## src/rtl/rv_fetch.sv

```systemverilog
// rv_fetch: instruction-fetch stage of the pipelined RV32I core.
// Holds the PC, issues one outstanding request at a time to instruction memory and
// drives the IF/ID register consumed by decode. A bubble is presented as IR = 32'h0.
//
// Ports
//   clk          pipeline clock, all state on posedge
//   rst          asynchronous active-high reset
//   imem_req     fetch request valid
//   imem_addr    fetch address (word aligned, always pc_q)
//   imem_gnt     memory accepts the request this cycle
//   imem_rvalid  read data valid
//   imem_rdata   instruction word
//   id_stall     decode cannot take a new IF/ID value
//   ex_redirect  taken branch/jump from EX: flush and refetch
//   ex_target    redirect target PC
//   if_id_ir     IF/ID instruction register
//   if_id_pc     IF/ID PC of if_id_ir
module rv_fetch #(
   parameter logic [31:0] RESET_PC = 32'h0000_0000
) (
   input  logic        clk,
   input  logic        rst,
   output logic        imem_req,
   output logic [31:0] imem_addr,
   input  logic        imem_gnt,
   input  logic        imem_rvalid,
   input  logic [31:0] imem_rdata,
   input  logic        id_stall,
   input  logic        ex_redirect,
   input  logic [31:0] ex_target,
   output logic [31:0] if_id_ir,
   output logic [31:0] if_id_pc
);

   typedef enum logic [1:0] {
      StFetch,
      StWait,
      StHold,
      StDrop
   } state_e;

   state_e      state_q, state_d;
   logic [31:0] pc_q, pc_d;
   logic [31:0] hold_q, hold_d;
   logic [31:0] ir_q, ir_d;
   logic [31:0] ipc_q, ipc_d;
   logic [31:0] pc_inc;
   logic [31:0] target_aligned;

   assign pc_inc         = pc_q + 32'd4;
   assign target_aligned = ex_target & 32'hFFFF_FFFC;

   // Request is masked during reset and on a redirect so no handshake targets a dead PC.
   assign imem_req  = (state_q == StFetch) && !ex_redirect && !rst;
   assign imem_addr = pc_q;
   assign if_id_ir  = ir_q;
   assign if_id_pc  = ipc_q;

   always_comb begin
      state_d = state_q;
      pc_d    = pc_q;
      hold_d  = hold_q;
      ipc_d   = ipc_q;
      // No new instruction: hold under stall, otherwise insert a bubble.
      ir_d    = id_stall ? ir_q : 32'h0;

      if (ex_redirect) begin
         pc_d = target_aligned;
         ir_d = 32'h0;
         unique case (state_q)
            StFetch: state_d = StFetch;
            StHold:  state_d = StFetch;
            StWait:  state_d = imem_rvalid ? StFetch : StDrop;
            StDrop:  state_d = imem_rvalid ? StFetch : StDrop;
            default: state_d = StFetch;
         endcase
      end else begin
         unique case (state_q)
            StFetch: begin
               if (imem_gnt) begin
                  state_d = StWait;
               end
            end
            StWait: begin
               if (imem_rvalid) begin
                  if (!id_stall) begin
                     ir_d    = imem_rdata;
                     ipc_d   = pc_q;
                     pc_d    = pc_inc;
                     state_d = StFetch;
                  end else begin
                     hold_d  = imem_rdata;
                     state_d = StHold;
                  end
               end
            end
            StHold: begin
               if (!id_stall) begin
                  ir_d    = hold_q;
                  ipc_d   = pc_q;
                  pc_d    = pc_inc;
                  state_d = StFetch;
               end
            end
            StDrop: begin
               // Stale response from before a redirect; never reaches IF/ID.
               if (imem_rvalid) begin
                  state_d = StFetch;
               end
            end
            default: state_d = StFetch;
         endcase
      end
   end

   always_ff @(posedge clk or posedge rst) begin
      if (rst) begin
         state_q <= StFetch;
         pc_q    <= RESET_PC;
         hold_q  <= 32'h0;
         ir_q    <= 32'h0;
         ipc_q   <= 32'h0;
      end else begin
         state_q <= state_d;
         pc_q    <= pc_d;
         hold_q  <= hold_d;
         ir_q    <= ir_d;
         ipc_q   <= ipc_d;
      end
   end

endmodule
```

## config.mk

```make
export PLATFORM = sky130hd
export DESIGN_NAME = rv_fetch
export DESIGN_NICKNAME = d
export VERILOG_FILES = /design/src/rtl/rv_fetch.sv
export SDC_FILE = /design/constraint.sdc
export NUM_CORES = 1
export LEC_CHECK = 0
export ABC_AREA = 0
export BUFFER_PORTS_ARGS = -buffer_cell sky130_fd_sc_hd__buf_2
export CORE_MARGIN = 10
export CORE_UTILIZATION = 56
export DETAILED_ROUTE_END_ITERATION = 16
export MAX_ROUTING_LAYER = met4
export PLACE_DENSITY = 0.85
export SLEW_MARGIN = 20
export SYNTH_ARGS = -nofsm -noshare
export SYNTH_HDL_FRONTEND = slang
export SYNTH_SLANG_ARGS = --single-unit
```

## constraint.sdc

```tcl
create_clock -name clk -period 12 [get_ports clk]
set_clock_uncertainty 0.2 [all_clocks]
set_input_delay 1.2 -clock clk [delete_from_list [all_inputs] [get_ports clk]]
set_output_delay 1.2 -clock clk [all_outputs]
set_load 0.05 [all_outputs]
```

==> flow_summary.json, run 1 <==
{
  "status": "finished, final reports clean",
  "ant_nets": 0,
  "pin_count_of_the_biggest_net_entering_global_routing": 68,
  "max-clock-path-buffers": 2,
  "final_nets": 761,
  "rsz0062_at_grt": "no",
  "path_clk_slew_ns": 0.06,
  "syn_area_per_cell_um2": 10.9,
  "fp-row-count": 37,
  "layout-area-overhead-vs-synth_pct": 23.7,
  "worst-path-max-fanout": 39,
  "hold_path.class": "flop to flop",
  "routability_congestion_estimate": 0.920,
  "pin_count": 167,
  "cts-htree-levels": 4,
  "total_leakage_power_uw": 0.00338,
  "die_height_um": 122,
  "post-place-cells": 803,
  "share_clk_of_total_power_pct": 28.3,
  "timing.critical_path.cells": "buf_2, inv_2, and3_1, buf_2",
  "worstSetupStartpointType": "input pin",
  "fin_setup_tns_ns": 0,
  "overflow": 0,
  "die_w_um": 122,
  "period_share_pct": 34.3,
  "finalSetupViolations": 0,
  "worst_slew_margin_rel_pct": 33.3,
  "synth.area.top_cells": "sky130_fd_sc_hd__dfrtp_1 54%, sky130_fd_sc_hd__mux2_2 11%, sky130_fd_sc_hd__o21ai_0 4.4%",
  "final_design_area_no_fill_um2": 7250,
  "cts_tree": "yes",
  "grt_pass1_vias": 5143,
  "critPathTopFamily": "buffers and inverters",
  "maxCapViolCount": 0,
  "timing.reg2reg.setup_slack_ns": 8.75,
  "cts_root_buf": "sky130_fd_sc_hd__clkbuf_8",
  "post_cts_buffers": 0,
  "crit_top_cell": "sky130_fd_sc_hd__buf_2",
  "power.total_uw": 1760,
  "yosys_reg_bits": 126,
  "die_area_um2": 14900,
  "worst_ir_drop_vdd_uv": 129,
  "critical_path.max_stage_delay_ns": 0.49,
  "crit_path_end_kind": "output port",
  "cp.buffers_inverters": 3,
  "number_of_port_buffers": 160,
  "synth_enable_flop_cells": 0,
  "critical-path-slowest-cell": "sky130_fd_sc_hd__buf_2",
  "max_freq_mhz": 243,
  "core-area_um2": 10300,
  "power_frac_seq_pct": 35.8,
  "worst_ep_required_time_ns": 10.60,
  "synth_seq_area_share_pct": 53.8,
  "cts.repair.resized": 0,
  "post_cts_hold_buffer_count": 0,
  "vias": 5007,
  "period_needed_ns": 4.12,
  "finish.cell_count_without_fillers": 836,
  "hold_violations": 0,
  "placed_area_um2": 6660,
  "post_synth_inst_count": 537,
  "start_util_pct": 57.0,
  "tritoncts_buffer_count": 17,
  "total_switching_power_uw": 710,
  "tightestPinTransition_ns": 0.992,
  "yosys.cell_types.count": 53,
  "async_reset_ff_share_pct": 100,
  "wirelength_um": 16500,
  "cp_data_arrival_time_ns": 2.72,
  "busiest_layer": "met2",
  "powerDensity_nw_per_um2": 243,
  "track_usage_pct": 22.6,
  "post_synth_instance_area_um2": 5860,
  "route.detailed.drc": 0,
  "top_flip_flop_cell_by_instance_count_after_synthesis": "sky130_fd_sc_hd__dfrtp_1",
  "worst_skew_pair.late_latency_ns": 0.51,
  "post_route_cells_drive_above_1_share_pct": 37.9,
  "via_per_inst": 5.99,
  "global_route.usage.met1_pct": 25.3,
  "clock_sinks": 126,
  "groute.layer.met2.usage_pct": 37.1,
  "grt_pass1_wl_um": 26000,
  "comb_power_share_pct": 35.9,
  "grtUsageMet3_pct": 7.07,
  "wire_per_inst_um": 19.7,
  "yosysWarnings": 0,
  "first_pass_iteration_count_of_the_detailed_router": 5,
  "synth_top_area_share_pct": 53.8,
  "first_iter_violations": 429,
  "hpwl_um": 11600,
  "cellInternalPower_uw": 1050,
  "fraction_of_power_spent_switching_nets_pct": 40.4,
  "synth_top_area_cell": "sky130_fd_sc_hd__dfrtp_1",
  "setup.worst_path.class": "input pin to output port",
  "timing.final.max_slew_violations": 0,
  "antenna_found_initial": 1
}
[flip-flops by register name (all words and copies together) (netlist names)]
name	cells
state_q	2
imem_addr	30
if_id_ir	32
if_id_pc	30
hold_q	32
[area by class of cell]
| cell class | instances | area (um2) |
|---|---|---|
| multi-input cells | 363 | 2450 |
| fillers | 790 | 3030 |
| clock buffers | 20 | 445 |
| well taps | 136 | 170 |
| repair buffers | 164 | 831 |
| diodes | 1 | 2.50 |
| flip-flops and latches | 126 | 3150 |
| inverters | 14 | 55.1 |
| clock inverters | 12 | 136 |
[power groups by stage]
stage / clock network [uW] / logic (uW) / registers [uW]
3_3_place_gp: 0 / 614 / 620
4_1_cts: 503 / 637 / 628
5_1_grt: 523 / 672 / 645
3_5_place_dp: 0 / 633 / 634
2_1_floorplan: 0 / 250 / 857
6_report: 497 / 632 / 629
[worst register-to-register path, cell delays in order (launching register included)]
cell	delay, ns
sky130_fd_sc_hd__dfrtp_1	0.41
sky130_fd_sc_hd__inv_1	0.10
sky130_fd_sc_hd__ha_1	0.40
sky130_fd_sc_hd__buf_4	0.39
sky130_fd_sc_hd__mux2_2	0.35
sky130_fd_sc_hd__nand4_1	0.48
sky130_fd_sc_hd__or4_1	0.66
sky130_fd_sc_hd__a31oi_1	0.18
[path summary, 6_finish.rpt]
path / start / end / cells past startpoint
hold reg to reg: if_id_ir[21] / if_id_ir[21] / 2
min in group asynchronous: rst / if_id_ir[27] / 2
hold / removal: if_id_ir[21] / if_id_ir[21] / 2
setup reg to reg: state_q[0] / imem_addr[17] / 7
setup / recovery: ex_redirect / imem_req / 4
max in group asynchronous: rst / imem_addr[4] / 3
[cell usage in the layout, fill, tap and decap left out, drive strengths merged, types with 2 or more instances in the layout]
master and n:
o32a 2, inv 16, o21ai 52, mux2 55, dfrtp 126, nor3 2
and3 4, ha 5, a21oi 3, clkbuf 20, nand3 15, and4 4
a31oi 15, a22oi 33, nor2 25, clkinv 5, nand4b 4, nand2 64
and2 2, clkinvlp 3, conb 4, o41ai 5, xor2 5, nor4 4
or3 4, or4 10, o211ai 4, mux2i 2, nor2b 3, a211o 2
xnor2 2, nand4 16, buf 164, a31o 2, o31ai 5, bufinv 2
[metrics by stage]
| stage | hold slack, ns | util (%) | setup slack, ns |
|---|---|---|---|
| after floorplan | 0.280 | - | 6.05 |
| after global placement | 0.259 | 64.8 | 7.55 |
| after detailed placement | 0.272 | 64.8 | 7.94 |
| after CTS | 0.285 | 70.4 | 7.93 |
| after global routing | 0.308 | 70.5 | 7.79 |
| final | 0.281 | 70.5 | 7.88 |
[cell usage after synthesis (all sizes together), types with 5 or more instances]
cell type,count
a22oi,33
a31oi,15
buf,10
clkbuf,27
dfrtp,126
ha,5
inv,14
mux2,55
nand2,64
nand3,15
nand4,16
nor2,25
o21ai,52
o31ai,5
o41ai,5
or4,10
xor2,5
[layer usage]
layer  vias up  routed length (um)
li1       2266                   -
met1      2474                6410
met2       229                8290
met3        38                1390
met4         0                 392
met5         -                   0
[cell families (layout without fill, tap and decap cells)]
| kind of cell | Yosys count | count (layout) | share of synthesized area (%) |
|---|---|---|---|
| other | 1 | 5 | 0.0640 |
| flip-flops | 126 | 126 | 53.8 |
| AO/OA/AOI/OAI | 127 | 127 | 14.0 |
| XOR/XNOR | 7 | 7 | 1.05 |
| AND/OR/NAND/NOR | 163 | 163 | 14.4 |
| adder cells (fa/ha/maj) | 5 | 5 | 1.07 |
| multiplexers | 57 | 57 | 11.0 |
| buffers and inverters | 51 | 210 | 4.57 |
Power figures use the tool's default switching activity.
==> run 2: changes to the inputs <==
--- a/config.mk
+++ b/config.mk
@@ -5,13 +5,13 @@
 export SDC_FILE = /design/constraint.sdc
 export NUM_CORES = 1
 export LEC_CHECK = 0
-export ABC_AREA = 0
+export ABC_AREA = 1
 export BUFFER_PORTS_ARGS = -buffer_cell sky130_fd_sc_hd__buf_2
 export CORE_MARGIN = 10
-export CORE_UTILIZATION = 56
+export CORE_UTILIZATION = 48
 export DETAILED_ROUTE_END_ITERATION = 16
 export MAX_ROUTING_LAYER = met4
-export PLACE_DENSITY = 0.85
+export PLACE_DENSITY = 0.76
 export SLEW_MARGIN = 20
 export SYNTH_ARGS = -nofsm -noshare
 export SYNTH_HDL_FRONTEND = slang
==> constraint.sdc (replaced) <==
create_clock -name clk -period 3.6 [get_ports clk]
set_clock_uncertainty 0.2 [all_clocks]
set_input_delay 0.36 -clock clk [delete_from_list [all_inputs] [get_ports clk]]
set_output_delay 0.36 -clock clk [all_outputs]
set_load 0.05 [all_outputs]
==> flow_summary.json, run 2 <==
{
  "antenna_found_initial": 0,
  "die_height_um": 136,
  "multi_input_area_um2": 2600,
  "wire_per_inst_um": 15.3,
  "yosys-top-cells-count": "230 x sky130_fd_sc_hd__nand2_1, 126 x sky130_fd_sc_hd__dfrtp_1, 118 x sky130_fd_sc_hd__inv_1, 96 x sky130_fd_sc_hd__o21ai_0, 68 x sky130_fd_sc_hd__nor2_1",
  "vias": 6009,
  "worst_ir_drop_vdd_uv": 363,
  "first_iter_violations": 413,
  "hold_path.class": "input pin to flop",
  "hold_slack_ns": 0.0147,
  "synth_top_area_share_pct": 49.0,
  "grt_pass1_wl_um": 29600,
  "rsz0062_at_grt": "no",
  "hold_violations": 0,
  "synth_enable_flop_cells": 0,
  "worst-path-max-fanout": 27,
  "yosys.cell_types.count": 33,
  "cp_data_arrival_time_ns": 2.74,
  "period_share_pct": 73.0,
  "power.total_uw": 7750,
  "synth_top_area_cell": "sky130_fd_sc_hd__dfrtp_1",
  "post_route_cells_drive_above_1_share_pct": 22.0,
  "overflow": 0,
  "syn_area_per_cell_um2": 7.64,
  "ant_nets": 0,
  "cts.repair.resized": 0,
  "start_util_pct": 48.8,
  "routability_congestion_estimate": 0.851,
  "core-area_um2": 13200,
  "hpwl_um": 12700,
  "cts-htree-levels": 4,
  "path_clk_slew_ns": 0.06,
  "layout.core_utilization_pct": 60.9,
  "tightestPinTransition_ns": 0.762,
  "final_nets": 1068,
  "post_synth_xor_area_fraction_pct": 0,
  "sequential_cell_area_um2": 3150,
  "die_area_um2": 18400,
  "worst_skew_pair.late_latency_ns": 0.42,
  "total_leakage_power_uw": 0.00408,
  "period_needed_ns": 2.63,
  "cts_tree": "yes",
  "synth_area_in_compound_gates_pct": 16.5,
  "post_synth_inst_count": 843,
  "async_reset_ff_share_pct": 100,
  "status": "finished, final reports clean",
  "critical-path-slowest-cell": "sky130_fd_sc_hd__dfrtp_1",
  "post_cts_hold_buffer_count": 5,
  "yosys.area_share.adder_pct": 0.972,
  "cp.buffers_inverters": 4,
  "timing.critical_path.cells": "inv_1, ha_1, inv_1, nand3_1, nand3_2, buf_4, a21oi_1, o21ai_0, nand2_1, inv_1",
  "track_usage_pct": 20.4,
  "first_pass_iteration_count_of_the_detailed_router": 5,
  "worstSetupStartpointType": "flop",
  "synth_mux_area_share_pct": 0.233,
  "yosysWarnings": 0,
  "max-clock-path-buffers": 2,
  "grt_pass1_vias": 5807,
  "n_fill_cell": 1218,
  "final_common_cell": "sky130_fd_sc_hd__nand2_1",
  "layout-area-overhead-vs-synth_pct": 24.7,
  "setup.worst_path.class": "flop to flop",
  "crit_top_cell": "sky130_fd_sc_hd__inv_1",
  "max_freq_mhz": 380,
  "tritoncts_buffer_count": 17,
  "pin_count": 167,
  "wirelength_um": 18100,
  "post_synth_instance_area_um2": 6440,
  "cts_root_buf": "sky130_fd_sc_hd__clkbuf_16",
  "finalSetupViolations": 0,
  "critical_path.max_stage_delay_ns": 0.42,
  "clock_sinks": 126,
  "crit_path_end_kind": "flop",
  "yosys_reg_bits": 126,
  "via_per_inst": 5.08,
  "timing.final.max_slew_violations": 0,
  "maxCapViolCount": 0,
  "fp-row-count": 42,
  "worst_ep_required_time_ns": 3.71,
  "critPathTopFamily": "buffers and inverters",
  "synth.area.top_cells": "sky130_fd_sc_hd__dfrtp_1 49%, sky130_fd_sc_hd__nand2_1 13%, sky130_fd_sc_hd__o21ai_0 7.5%",
  "largest_family_of_logic_cells_by_synthesized_area": "simple AND/OR/NAND/NOR gates",
  "layout_common_cells": "230 x sky130_fd_sc_hd__nand2_1, 160 x sky130_fd_sc_hd__buf_2, 126 x sky130_fd_sc_hd__dfrtp_1, 117 x sky130_fd_sc_hd__inv_1, 96 x sky130_fd_sc_hd__o21ai_0",
  "die_w_um": 136,
  "pin_count_of_the_biggest_net_entering_global_routing": 61,
  "fin_setup_tns_ns": 0,
  "final_critical_path_setup_slack_ns": 0.972,
  "yosys.cell_count.top_type": "sky130_fd_sc_hd__nand2_1",
  "route.detailed.drc": 0,
  "post_cts_buffers": 0,
  "detailedPlace.worstSlack_ns": 0.963,
  "powerDensity_nw_per_um2": 965,
  "yosys.area_share.simple_pct": 22.4,
  "synth_seq_area_share_pct": 49.0,
  "number_of_port_buffers": 160,
  "worst_slew_margin_rel_pct": 49.2,
  "top_flip_flop_cell_by_instance_count_after_synthesis": "sky130_fd_sc_hd__dfrtp_1"
}
==> run 2: routing by layer <==
layer	vias up	wire (um)	track usage, %
li1	2997	-	-
met1	2789	7680	24.5
met2	195	8690	32.0
met3	28	1370	5.54
met4	0	387	7.83
met5	-	0	-
==> run 2: layout make-up <==
type / count / area share [%]
diodes: 1 / 0.0312
clock buffers: 22 / 6.16
clock inverters: 10 / 2.26
inverters: 120 / 5.72
multi-input cells: 554 / 32.4
flip-flops and latches: 126 / 39.3
well taps: 176 / 2.74
repair buffers: 174 / 11.4
==> run 2: through the flow <==
stage	std cells	instance area, um2
finish	1183	8030
global route	1182	8030
CTS	1182	8030
detailed placement	1145	7300
global placement	1145	7300
floorplan	846	6450
==> run 2: worst paths after layout <==
check / from / depth (start not counted) / slack [ns] / endpoint
min in group asynchronous: rst / 3 / 0.29 / if_id_ir[30]
max reg2reg: state_q[0] / 10 / 0.97 / imem_addr[15]
max in group asynchronous: rst / 4 / 1.84 / if_id_pc[26]
min: imem_rdata[10] / 3 / 0.01 / hold_q[10]
min reg2reg: if_id_pc[16] / 2 / 0.28 / if_id_pc[16]
max: state_q[0] / 10 / 0.97 / imem_addr[15]
==> run 2: cell families after synthesis <==
group / count (synthesis)
muxes: 1
adders and majority gates: 5
and+or+nand+nor: 353
DFF: 126
buffers and inverters: 166
AOI/OAI and AO/OA: 191
other: 1
==> run 2: power by group <==
part | switching, uW | internal (uW)
Sequential | 411 | 1960
Clock | 628 | 1320
Combinational | 2610 | 829
Total | 3650 | 4100
==> run 2: worst reg2reg max path: cells and delay by family (launching register included) <==
kind	cells	cell delay, ns
compound gates	2	0.26
flops	1	0.42
buf+inv	4	0.67
simple gates	3	0.57
fa+ha+maj	1	0.41
==> run 3: changes to the inputs <==
--- a/config.mk
+++ b/config.mk
@@ -8,10 +8,10 @@
 export ABC_AREA = 1
 export BUFFER_PORTS_ARGS = -buffer_cell sky130_fd_sc_hd__buf_2
 export CORE_MARGIN = 10
-export CORE_UTILIZATION = 48
+export CORE_UTILIZATION = 53
 export DETAILED_ROUTE_END_ITERATION = 16
 export MAX_ROUTING_LAYER = met4
-export PLACE_DENSITY = 0.76
+export PLACE_DENSITY = 0.8
 export SLEW_MARGIN = 20
 export SYNTH_ARGS = -nofsm -noshare
 export SYNTH_HDL_FRONTEND = slang
==> constraint.sdc (replaced) <==
create_clock -name clk -period 2.7 [get_ports clk]
set_clock_uncertainty 0.2 [all_clocks]
set_input_delay 0.27 -clock clk [delete_from_list [all_inputs] [get_ports clk]]
set_output_delay 0.27 -clock clk [all_outputs]
set_load 0.05 [all_outputs]
==> flow_summary.json, run 3 (same netlist as run 2, synthesis figures left out) <==
{
  "worst_skew_pair.late_latency_ns": 0.42,
  "status": "finished with violations",
  "vias": 6467,
  "powerDensity_nw_per_um2": 1200,
  "power.total_uw": 10200,
  "tritoncts_buffer_count": 17,
  "global_route.usage.met1_pct": 27.2,
  "hold_slack_ns": -0.000712,
  "route.detailed.drc": 0,
  "clock_sinks": 126,
  "die_w_um": 130,
  "post-place-cells": 1121,
  "timing.reg2reg.setup_slack_ns": 0.26,
  "fp-row-count": 40,
  "antenna_found_initial": 1,
  "pin_count": 167,
  "worst_slew_margin_rel_pct": 36.7,
  "fin_setup_tns_ns": 0,
  "timing.final.max_slew_violations": 0,
  "post_route_cells_drive_above_1_share_pct": 20.7,
  "hpwl_um": 12500,
  "routability_congestion_estimate": 0.949,
  "layout-area-overhead-vs-synth_pct": 31.6,
  "startpoint": "state_q[1]",
  "worst_hold_startpoint": "ex_target[29]",
  "failing_checks": "hold timing",
  "placed_area_um2": 7330,
  "wirelength_um": 19600,
  "final_design_area_no_fill_um2": 8470,
  "core-area_um2": 12000,
  "pin_count_of_the_biggest_net_entering_global_routing": 127,
  "cts_root_buf": "sky130_fd_sc_hd__clkbuf_16",
  "cts-htree-levels": 4,
  "die_height_um": 130,
  "hold_path.class": "input pin to flop",
  "first_pass_iteration_count_of_the_detailed_router": 6,
  "cts.repair.resized": 0,
  "overflow": 0,
  "final_nets": 1125,
  "die_area_um2": 17000,
  "path_clk_slew_ns": 0.05,
  "track_usage_pct": 24.1,
  "crit-reg2reg-capture": "imem_addr[18]",
  "grt_pass1_vias": 6398,
  "wire_per_inst_um": 16.2,
  "hold_violations": 1,
  "worst_hold_path.endpoint": "imem_addr[29]",
  "setup.worst_path.class": "flop to flop",
  "start_util_pct": 53.8,
  "max-clock-path-buffers": 2,
  "number_of_port_buffers": 160,
  "holdPathStages": 5,
  "max_freq_mhz": 410,
  "tightestPinTransition_ns": 0.947,
  "worstRegToRegCells": 10,
  "crit_path_end_kind": "flop",
  "worst_ir_drop_vdd_uv": 551,
  "cts_tree": "yes",
  "rsz0062_at_grt": "no",
  "reg2reg_from": "state_q[1]",
  "final_common_cell": "sky130_fd_sc_hd__nand2_1",
  "first_iter_violations": 574,
  "period_share_pct": 90.3,
  "busiest_layer": "met2",
  "grt_pass1_wl_um": 31400,
  "groute.layer.met2.usage_pct": 40.3,
  "worst_ep_required_time_ns": 2.86,
  "finalSetupViolations": 0,
  "grtUsageMet3_pct": 5.48,
  "worstSetupStartpointType": "flop",
  "cp_data_arrival_time_ns": 2.60,
  "via_per_inst": 5.34,
  "ant_nets": 0,
  "worst-path-max-fanout": 24,
  "finish.cell_count_without_fillers": 1211,
  "total_leakage_power_uw": 0.00428,
  "layout_common_cells": "230 x sky130_fd_sc_hd__nand2_1, 160 x sky130_fd_sc_hd__buf_2, 126 x sky130_fd_sc_hd__dfrtp_1, 117 x sky130_fd_sc_hd__inv_1, 96 x sky130_fd_sc_hd__o21ai_0",
  "period_needed_ns": 2.44,
  "maxCapViolCount": 0
}
==> run 3: cell types whose count changed in the layout (fill, tap and decap cells not counted), sizes merged <==
cell / previous run / this run
clkinv: 4 / 3
buf: 169 / 174
clkbuf: 22 / 26
bufinv: 5 / 2
dlygate4sd3: 5 / 57
==> run 3: metal layers <==
metal	routed length, um	up-vias
met4	587	0
met2	9820	278
met3	1390	51
met5	0	-
met1	7800	3025
li1	-	3113
==> run 3: cell type report <==
cell class,count,area [um2]
inverters,120,459
clock inverters,6,82.6
fillers,949,3490
flip-flops and latches,126,3150
multi-input cells,554,2600
repair buffers,231,1500
well taps,147,184
clock buffers,26,489
diodes,1,2.50
==> run 3: what timing repair did <==
item                                   in CTS  in global routing
setup buffers                               0                  0
hold buffers                               57                  0
endpoints found under the hold margin     182                  0
==> run 3: where the power goes <==
| part | internal, uW | switching [uW] |
|---|---|---|
| Combinational | 1200 | 3550 |
| Sequential | 2610 | 559 |
| Clock | 1430 | 804 |
| Total | 5240 | 4920 |
==> run 3: how the worst max path moves through the flow <==
stage | end | cells past startpoint
after global placement | imem_addr[17] | 10
after CTS | imem_addr[18] | 10
final | imem_addr[18] | 10
after detailed placement | imem_addr[6] | 8
after floorplan | imem_addr[26] | 10
after global routing | imem_addr[15] | 10
==> run 3: metrics by stage <==
step	util, %	worst slack (ns)
floorplan	-	0.648
global placement	61.3	0.404
detailed placement	61.3	0.314
CTS	70.8	0.302
global route	70.8	0.0509
finish	70.8	0.262
==> run 3: critical path, stage by stage (launching register included) <==
cell	delay, ns
sky130_fd_sc_hd__dfrtp_1	0.40
sky130_fd_sc_hd__inv_1	0.10
sky130_fd_sc_hd__ha_1	0.21
sky130_fd_sc_hd__inv_1	0.13
sky130_fd_sc_hd__nand3_1	0.12
sky130_fd_sc_hd__nand3_2	0.46
sky130_fd_sc_hd__inv_2	0.43
sky130_fd_sc_hd__o21ai_0	0.15
sky130_fd_sc_hd__nand2_1	0.08
sky130_fd_sc_hd__nand2_1	0.05
sky130_fd_sc_hd__inv_1	0.05
